===== src/rtl/spi_pkg.sv =====
// ============================================================================
// Module      : spi_pkg
// Description : Shared types and constants for the SPI slave: FSM state
//               encoding, data width, bit-counter width and synchronizer
//               depth.
// Config      : SPI_SLAVE_SYNC2_EN -- when defined, two-flop input
//               synchronizers (3-cycle edge latency); otherwise single-flop
//               (2-cycle edge latency).
// Revision    : 1.0 - initial release
// ============================================================================
`default_nettype none

package spi_pkg;

  localparam int DATA_W = 8;
  localparam int CNT_W  = $clog2(DATA_W);

`ifdef SPI_SLAVE_SYNC2_EN
  localparam int SYNC_STAGES = 2;
`else
  localparam int SYNC_STAGES = 1;
`endif

  typedef enum logic [0:0] {
    IDLE   = 1'b0,
    ACTIVE = 1'b1
  } state_e;

  // Pick the edge that moves a line away from (or back to) its idle level.
  // pol = idle level of the line; away = 1 selects the edge leaving pol.
  function automatic logic edge_sel(input logic pol, input logic away,
                                    input logic rise, input logic fall);
    return (pol ^ away) ? rise : fall;
  endfunction

endpackage

`default_nettype wire


===== src/rtl/spi_sync_edge.sv =====
// ============================================================================
// Module      : spi_sync_edge
// Description : Input synchronizer (STAGES flops) followed by a
//               previous-value register for rise/fall detection.
// Ports       : clk     - system clock
//               rst_n   - asynchronous active-low reset
//               d_i     - asynchronous input line
//               level_o - synchronized level
//               rise_o  - one-cycle strobe, synchronized 0->1
//               fall_o  - one-cycle strobe, synchronized 1->0
// Revision    : 1.0 - initial release
// ============================================================================
`default_nettype none

module spi_sync_edge #(
  parameter int   STAGES    = 1,
  parameter logic RESET_VAL = 1'b0
) (
  input  logic clk,
  input  logic rst_n,
  input  logic d_i,
  output logic level_o,
  output logic rise_o,
  output logic fall_o
);

  logic [STAGES-1:0] sync_q;
  logic              prev_q;

  always_ff @(posedge clk or negedge rst_n) begin
    if (!rst_n) begin
      sync_q <= {STAGES{RESET_VAL}};
      prev_q <= RESET_VAL;
    end else begin
      sync_q[0] <= d_i;
      for (int i = 1; i < STAGES; i++) begin
        sync_q[i] <= sync_q[i-1];
      end
      prev_q <= sync_q[STAGES-1];
    end
  end

  assign level_o = sync_q[STAGES-1];
  assign rise_o  =  level_o & ~prev_q;
  assign fall_o  = ~level_o &  prev_q;

endmodule

`default_nettype wire


===== src/rtl/spi_slave.sv =====
// ============================================================================
// Module      : spi_slave
// Description : SPI slave, all four modes (cpol/cpha), MSB first, 8-bit
//               frames with back-to-back support. sclk/ss_n/mosi are
//               oversampled in the clk domain.
// Ports       : clk, rst (async, active low)
//               Din/tx_load   - next transmit byte and its write strobe
//               cpol/cpha     - SPI mode, captured while ss_n is high
//               sclk/ss_n/mosi- lines from the master (asynchronous)
//               miso/miso_oe  - serial data to the master and its enable
//               Dout          - last complete received byte
//               spi_done_tick - one-cycle pulse per completed byte
//               busy          - high while selected (ACTIVE)
// Config      : SPI_SLAVE_SYNC2_EN selects two-flop synchronizers.
// Revision    : 1.0 - initial release
// ============================================================================
`default_nettype none

module spi_slave
  import spi_pkg::*;
(
  input  logic              clk,
  input  logic              rst,
  input  logic [DATA_W-1:0] Din,
  input  logic              tx_load,
  input  logic              cpol,
  input  logic              cpha,
  input  logic              sclk,
  input  logic              ss_n,
  input  logic              mosi,
  output logic              miso,
  output logic              miso_oe,
  output logic [DATA_W-1:0] Dout,
  output logic              spi_done_tick,
  output logic              busy
);

  // --------------------------------------------------------------------------
  // Input conditioning
  // --------------------------------------------------------------------------
  logic sclk_level_unused;
  logic sclk_rise;
  logic sclk_fall;
  logic ss_level;
  logic ss_rise;
  logic ss_fall;

  spi_sync_edge #(
    .STAGES    (SYNC_STAGES),
    .RESET_VAL (1'b0)
  ) u_sclk_sync (
    .clk     (clk),
    .rst_n   (rst),
    .d_i     (sclk),
    .level_o (sclk_level_unused),
    .rise_o  (sclk_rise),
    .fall_o  (sclk_fall)
  );

  spi_sync_edge #(
    .STAGES    (SYNC_STAGES),
    .RESET_VAL (1'b1)
  ) u_ss_sync (
    .clk     (clk),
    .rst_n   (rst),
    .d_i     (ss_n),
    .level_o (ss_level),
    .rise_o  (ss_rise),
    .fall_o  (ss_fall)
  );

  // mosi only needs the same delay as sclk so that data and clock edges
  // stay aligned; no edge detection.
  logic [SYNC_STAGES-1:0] mosi_sync_q;
  logic                   mosi_s;

  always_ff @(posedge clk or negedge rst) begin
    if (!rst) begin
      mosi_sync_q <= '0;
    end else begin
      mosi_sync_q[0] <= mosi;
      for (int i = 1; i < SYNC_STAGES; i++) begin
        mosi_sync_q[i] <= mosi_sync_q[i-1];
      end
    end
  end

  assign mosi_s = mosi_sync_q[SYNC_STAGES-1];

  // --------------------------------------------------------------------------
  // Edge qualification
  // --------------------------------------------------------------------------
  logic cpol_q;
  logic cpha_q;
  logic lead_d;
  logic trail_d;
  logic sample_d;
  logic shift_d;

  assign lead_d   = edge_sel(cpol_q, 1'b1, sclk_rise, sclk_fall);
  assign trail_d  = edge_sel(cpol_q, 1'b0, sclk_rise, sclk_fall);
  assign sample_d = cpha_q ? trail_d : lead_d;
  assign shift_d  = cpha_q ? lead_d  : trail_d;

  // --------------------------------------------------------------------------
  // Reset re-arm: after reset the synchronizer holds its reset value for
  // SYNC_STAGES cycles. A transfer may only start from a falling ss_n that
  // follows a genuinely observed high level, so a master that kept ss_n low
  // across reset cannot resume a stale transfer.
  // --------------------------------------------------------------------------
  logic [1:0] flush_q;
  logic       flushed;
  logic       armed_q;

  assign flushed = (flush_q == 2'(SYNC_STAGES));

  // --------------------------------------------------------------------------
  // Datapath and FSM
  // --------------------------------------------------------------------------
  state_e            state_q;
  logic [DATA_W-1:0] tx_buf_q;
  logic [DATA_W-1:0] tx_shift_q;
  logic [DATA_W-1:0] rx_shift_q;
  logic [DATA_W-1:0] dout_q;
  logic [CNT_W-1:0]  bit_cnt_q;
  logic              rx_full_q;   // byte complete, publish next cycle
  logic              reload_q;    // byte boundary reached, reload tx on next shift
  logic              miso_q;
  logic              miso_oe_q;
  logic              busy_q;
  logic              done_q;

  always_ff @(posedge clk or negedge rst) begin
    if (!rst) begin
      state_q    <= IDLE;
      tx_buf_q   <= '0;
      tx_shift_q <= '0;
      rx_shift_q <= '0;
      dout_q     <= '0;
      bit_cnt_q  <= '0;
      rx_full_q  <= 1'b0;
      reload_q   <= 1'b0;
      miso_q     <= 1'b0;
      miso_oe_q  <= 1'b0;
      busy_q     <= 1'b0;
      done_q     <= 1'b0;
      cpol_q     <= 1'b0;
      cpha_q     <= 1'b0;
      flush_q    <= '0;
      armed_q    <= 1'b0;
    end else begin
      done_q <= 1'b0;

      if (!flushed) begin
        flush_q <= flush_q + 2'd1;
      end
      if (flushed && ss_level) begin
        armed_q <= 1'b1;
      end

      if (tx_load) begin
        tx_buf_q <= Din;
      end

      if (ss_level) begin
        cpol_q <= cpol;
        cpha_q <= cpha;
      end

      if (rx_full_q) begin
        dout_q    <= rx_shift_q;
        done_q    <= 1'b1;
        rx_full_q <= 1'b0;
      end

      case (state_q)
        IDLE: begin
          miso_q    <= 1'b0;
          miso_oe_q <= 1'b0;
          busy_q    <= 1'b0;
          if (ss_fall && armed_q) begin
            state_q    <= ACTIVE;
            miso_oe_q  <= 1'b1;
            busy_q     <= 1'b1;
            tx_shift_q <= tx_buf_q;
            miso_q     <= tx_buf_q[DATA_W-1];
            bit_cnt_q  <= '0;
            reload_q   <= 1'b0;
          end
        end

        ACTIVE: begin
          if (ss_rise) begin
            // Any partial byte is simply dropped: rx_full_q never set.
            state_q   <= IDLE;
            miso_q    <= 1'b0;
            miso_oe_q <= 1'b0;
            busy_q    <= 1'b0;
            bit_cnt_q <= '0;
            reload_q  <= 1'b0;
          end else begin
            if (sample_d) begin
              rx_shift_q <= {rx_shift_q[DATA_W-2:0], mosi_s};
              bit_cnt_q  <= bit_cnt_q + CNT_W'(1);
              if (bit_cnt_q == CNT_W'(DATA_W-1)) begin
                rx_full_q <= 1'b1;
                reload_q  <= 1'b1;
              end
            end
            if (shift_d) begin
              if (reload_q) begin
                // Byte boundary: the next byte starts from the tx buffer.
                tx_shift_q <= tx_buf_q;
                miso_q     <= tx_buf_q[DATA_W-1];
                reload_q   <= 1'b0;
              end else if (cpha_q && (bit_cnt_q == '0)) begin
                // First leading edge of the first byte in cpha=1: bit 7 is
                // already on miso, nothing to shift.
                miso_q <= tx_shift_q[DATA_W-1];
              end else begin
                tx_shift_q <= {tx_shift_q[DATA_W-2:0], 1'b0};
                miso_q     <= tx_shift_q[DATA_W-2];
              end
            end
          end
        end

        default: begin
          state_q <= IDLE;
        end
      endcase
    end
  end

  assign miso          = miso_q;
  assign miso_oe       = miso_oe_q;
  assign busy          = busy_q;
  assign Dout          = dout_q;
  assign spi_done_tick = done_q;

endmodule

`default_nettype wire

===== config.mk =====
export PLATFORM = sky130hd
export DESIGN_NAME = spi_slave
export DESIGN_NICKNAME = d
export VERILOG_FILES = /design/src/rtl/spi_pkg.sv /design/src/rtl/spi_sync_edge.sv /design/src/rtl/spi_slave.sv
export SDC_FILE = /design/constraint.sdc
export NUM_CORES = 1
export LEC_CHECK = 0
export BUFFER_PORTS_ARGS = -buffer_cell sky130_fd_sc_hd__buf_2
export CAP_MARGIN = 40
export CORE_UTILIZATION = 56
export CTS_CLUSTER_SIZE = 24
export DETAILED_ROUTE_END_ITERATION = 10
export PLACE_DENSITY = 0.76
export SLEW_MARGIN = 20
export SYNTH_ARGS = -nofsm -noshare
export SYNTH_HDL_FRONTEND = slang
export SYNTH_SLANG_ARGS = --single-unit

===== constraint.sdc =====
create_clock -name clk -period 2.49 [get_ports clk]
set_clock_uncertainty 0.2 [all_clocks]
set_input_delay 0.3735 -clock clk [delete_from_list [all_inputs] [get_ports clk]]
set_output_delay 0.3735 -clock clk [all_outputs]
set_load 0.02 [all_outputs]

==> reports/metrics.yaml <==
cts:
  holdBufCountCts: 4
  post_cts_resize_count: 0
  clkSinkCount: 51
  clk_latency_ns: 0.31
  htreeDepth: 2
  root_buffer: "clkbuf_8"
  cts_tree: "yes"
  clk_pin_slew_ns: 0.09
  numCtsBuffers: 5
  clock_path_buffers: 2
  post_cts_buffers: 0
run_status:
  status: "finished, final reports clean"
die:
  fp.coreArea_um2: 3470
  initial_utilization_pct: 60.9
  dieArea_um2: 4020
  dieWidth_um: 63.4
  rows: 21
  die_h_um: 63.4
  ioPinCount: 28
setup_path:
  crit_type: "flop to flop"
  path_cells: "xnor2_1 > mux2i_1 > nand2_1 > a21oi_4 > mux2_2"
  rr_endpoint: "tx_shift_q[4]$_DFFE_PN0P_"
  cp_max_fo: 8
  r2r-start: "cpha_q$_DFFE_PN0P_"
  rrSetupSlack_ns: 0.43
  end_kind: "flop"
  rr_worst_depth: 5
  critical_path_buf_inv_count: 0
  crit_slowest_cell: "dfrtp_1"
  slowest_delay_ns: 0.41
  crit_required_ns: 2.48
  crit_path_start_kind: "flop"
  critical_path_depth: 5
  crit_end: "tx_shift_q[4]$_DFFE_PN0P_"
  crit_family: "multiplexers"
  worstSetupStartpoint: "cpha_q$_DFFE_PN0P_"
  worstPathArrival_ns: 2.05
worst_hold_path:
  hold_path_class: "input port to flop"
  worstHoldStart: "Din[7]"
layout:
  antenna-diode-count: 0
  final_cell_mix: "dfrtp_1, mux2_2, buf_2"
  nFillCells: 277
  multi_input_area_um2: 782
  drive_gt1_share_pct: 44.1
  finalNetCount: 205
  regArea_um2: 1280
  postLayoutCellArea_um2: 2420
  layout_commonest_cell: "dfrtp_1"
  syn_to_final_growth_pct: 14.5
sta:
  finalSetupViolCount: 0
  finalHoldViolCount: 0
  finalSetupTns_ns: 0
  grt_setup_unrepaired: "false"
  fin_crit_ns: 2.06
  worst_slack_ns: 0.431
  slew_headroom_pct: 61.3
  worst_pin_slew_ns: 0.581
  fmax_mhz: 486
  maxSlewViolCount: 0
  timing.final.crit_share_pct: 82.7
logic_synthesis:
  postSynthCellCount: 150
  yosys.area.top_type: "dfrtp_1"
  synth_nets: 170
  yosys_warnings: 0
  synth_top_area_share_pct: 58.1
  syn_avg_cell_area_um2: 14.1
  synth_seq_area_share_pct: 60.6
  ys_seq_elements: 51
  netlist_area_um2: 2110
  yosysUniqueCellTypes: 28
  synthTopCellsByArea: "dfrtp_1, mux2_2, dfstp_2, ha_1, mux2i_1"
detailed_routing:
  antenna_left: 0
  drt-initial-drc-count: 55
  vias: 1261
  drc: 0
  vias_per_cell: 5.44
  wl_per_cell_um: 14.9
  wl_um: 3470
  dr.pass1.iters: 6
global_route:
  antenna_found_initial: 0
  grt_max_degree: 28
  grt_pass1_vias: 1331
  use_met1_pct: 26.0
  grt_use_met2_pct: 33.9
  top_usage_layer: "met2"
  grt_pass1_wl_um: 6270
  track_usage_pct: 21.2
  grt.met3_usage_pct: 7.61
  grt_overflow: 0
run:
  maxCapViolCount: 0
placement:
  io_buffers: 27
  dpl-instance-area_um2: 2290
  dpl.hpwl_um: 2520
  post-place-ws_ns: 0.445
  place.gp.congestion: 0.892
power:
  p_seq_share_pct: 56.3
  vdd_drop_max_mv: 0.525
  leakage_nw: 1.16
  power-per-cell-area_nw_per_um2: 804
  swShare_pct: 27.5
  p_int_mw: 1.41
  p_sw_uw: 534
  pwr-share-comb_pct: 20.4
  clock_power_share_pct: 23.3
==> sequential cells by signal, indices dropped and copies added, names as in the netlist, 2 cells and up <==
| register | cells |
|---|---|
| tx_shift_q | 8 |
| rx_shift_q | 8 |
| flush_q | 2 |
| bit_cnt_q | 3 |
| tx_buf_q | 8 |
| Dout | 8 |
==> cell usage after synthesis (all sizes together) <==
| master | count |
|---|---|
| a21o | 1 |
| a21oi | 4 |
| dfrtp | 49 |
| ha | 4 |
| nor2 | 5 |
| buf | 3 |
| mux2i | 4 |
| nor2b | 3 |
| nor3 | 1 |
| o22ai | 2 |
| nand3b | 1 |
| clkbuf | 3 |
| or2 | 2 |
| o21ai | 5 |
| a22o | 2 |
| nand2 | 7 |
| dfstp | 2 |
| a2bb2oi | 1 |
| nand2b | 4 |
| mux2 | 39 |
| nand3 | 1 |
| inv | 4 |
| and2 | 1 |
| xnor2 | 2 |
==> power by group through the flow <==
stage                     clock network [mW]  logic [mW]  registers [mW]
after detailed placement                   0       0.393            1.11
after global routing                   0.507       0.442            1.12
after global placement                     0       0.370            1.09
after floorplan                            0       0.304            1.08
after CTS                              0.469       0.402            1.09
final                                  0.453       0.396            1.09
==> routing by layer <==
layer  wire length [um]  vias to the layer above
li1                   -                      584
met1               1490                      639
met2               1740                       31
met3                168                        7
met4                 70                        0
met5                  0                        -
==> layout make-up <==
cell class | instances | area share, %
clock buffer | 6 | 3.00
clock inverter | 2 | 0.518
inverter | 4 | 0.621
multi-input combinational | 89 | 32.4
sequential | 51 | 52.9
tap | 46 | 2.38
timing repair buffer | 34 | 8.18
==> per-stage QoR <==
step | power, mW | hold WS [ns] | instances | util (%)
floorplan | 1.38 | -0.122 | 150 | -
global placement | 1.46 | 0.187 | 220 | 66.1
detailed placement | 1.50 | 0.197 | 220 | 66.1
CTS | 1.97 | 0.0873 | 232 | 69.7
global route | 2.07 | 0.0781 | 232 | 69.7
finish | 1.94 | 0.0948 | 232 | 69.7
==> worst min-delay path by stage <==
stage	end	slack (ns)	depth (start not counted)
2_1_floorplan	Dout[0]$_DFFE_PN0P_	-0.12	0
3_3_place_gp	u_sclk_sync.prev_q$_DFF_PN0_	0.19	0
3_5_place_dp	state_q$_DFF_PN0_	0.20	1
4_1_cts	tx_buf_q[3]$_DFFE_PN0P_	0.09	2
5_1_grt	tx_buf_q[7]$_DFFE_PN0P_	0.08	2
6_report	tx_buf_q[7]$_DFFE_PN0P_	0.09	2
==> worst reg2reg max path: cells and delay by family, from the launching register on <==
kind | cells | cell delay (ns)
simple gates | 1 | 0.11
compound gates | 1 | 0.31
mux | 2 | 0.63
flops | 1 | 0.41
xor+xnor | 1 | 0.29
==> cells by family (layout without fill, tap and decap cells) <==
| group | after synthesis | count (layout) | share of synthesized area, % |
|---|---|---|---|
| xor gates and xnor gates | 2 | 2 | 0.830 |
| DFF | 51 | 51 | 60.6 |
| muxes | 43 | 43 | 22.7 |
| adders and majority gates | 4 | 4 | 2.37 |
| buffers and inverters | 10 | 46 | 2.37 |
| and+or+nand+nor | 25 | 25 | 6.28 |
| AOI/OAI and AO/OA | 15 | 15 | 4.86 |
(Power assumes the default switching activity.)
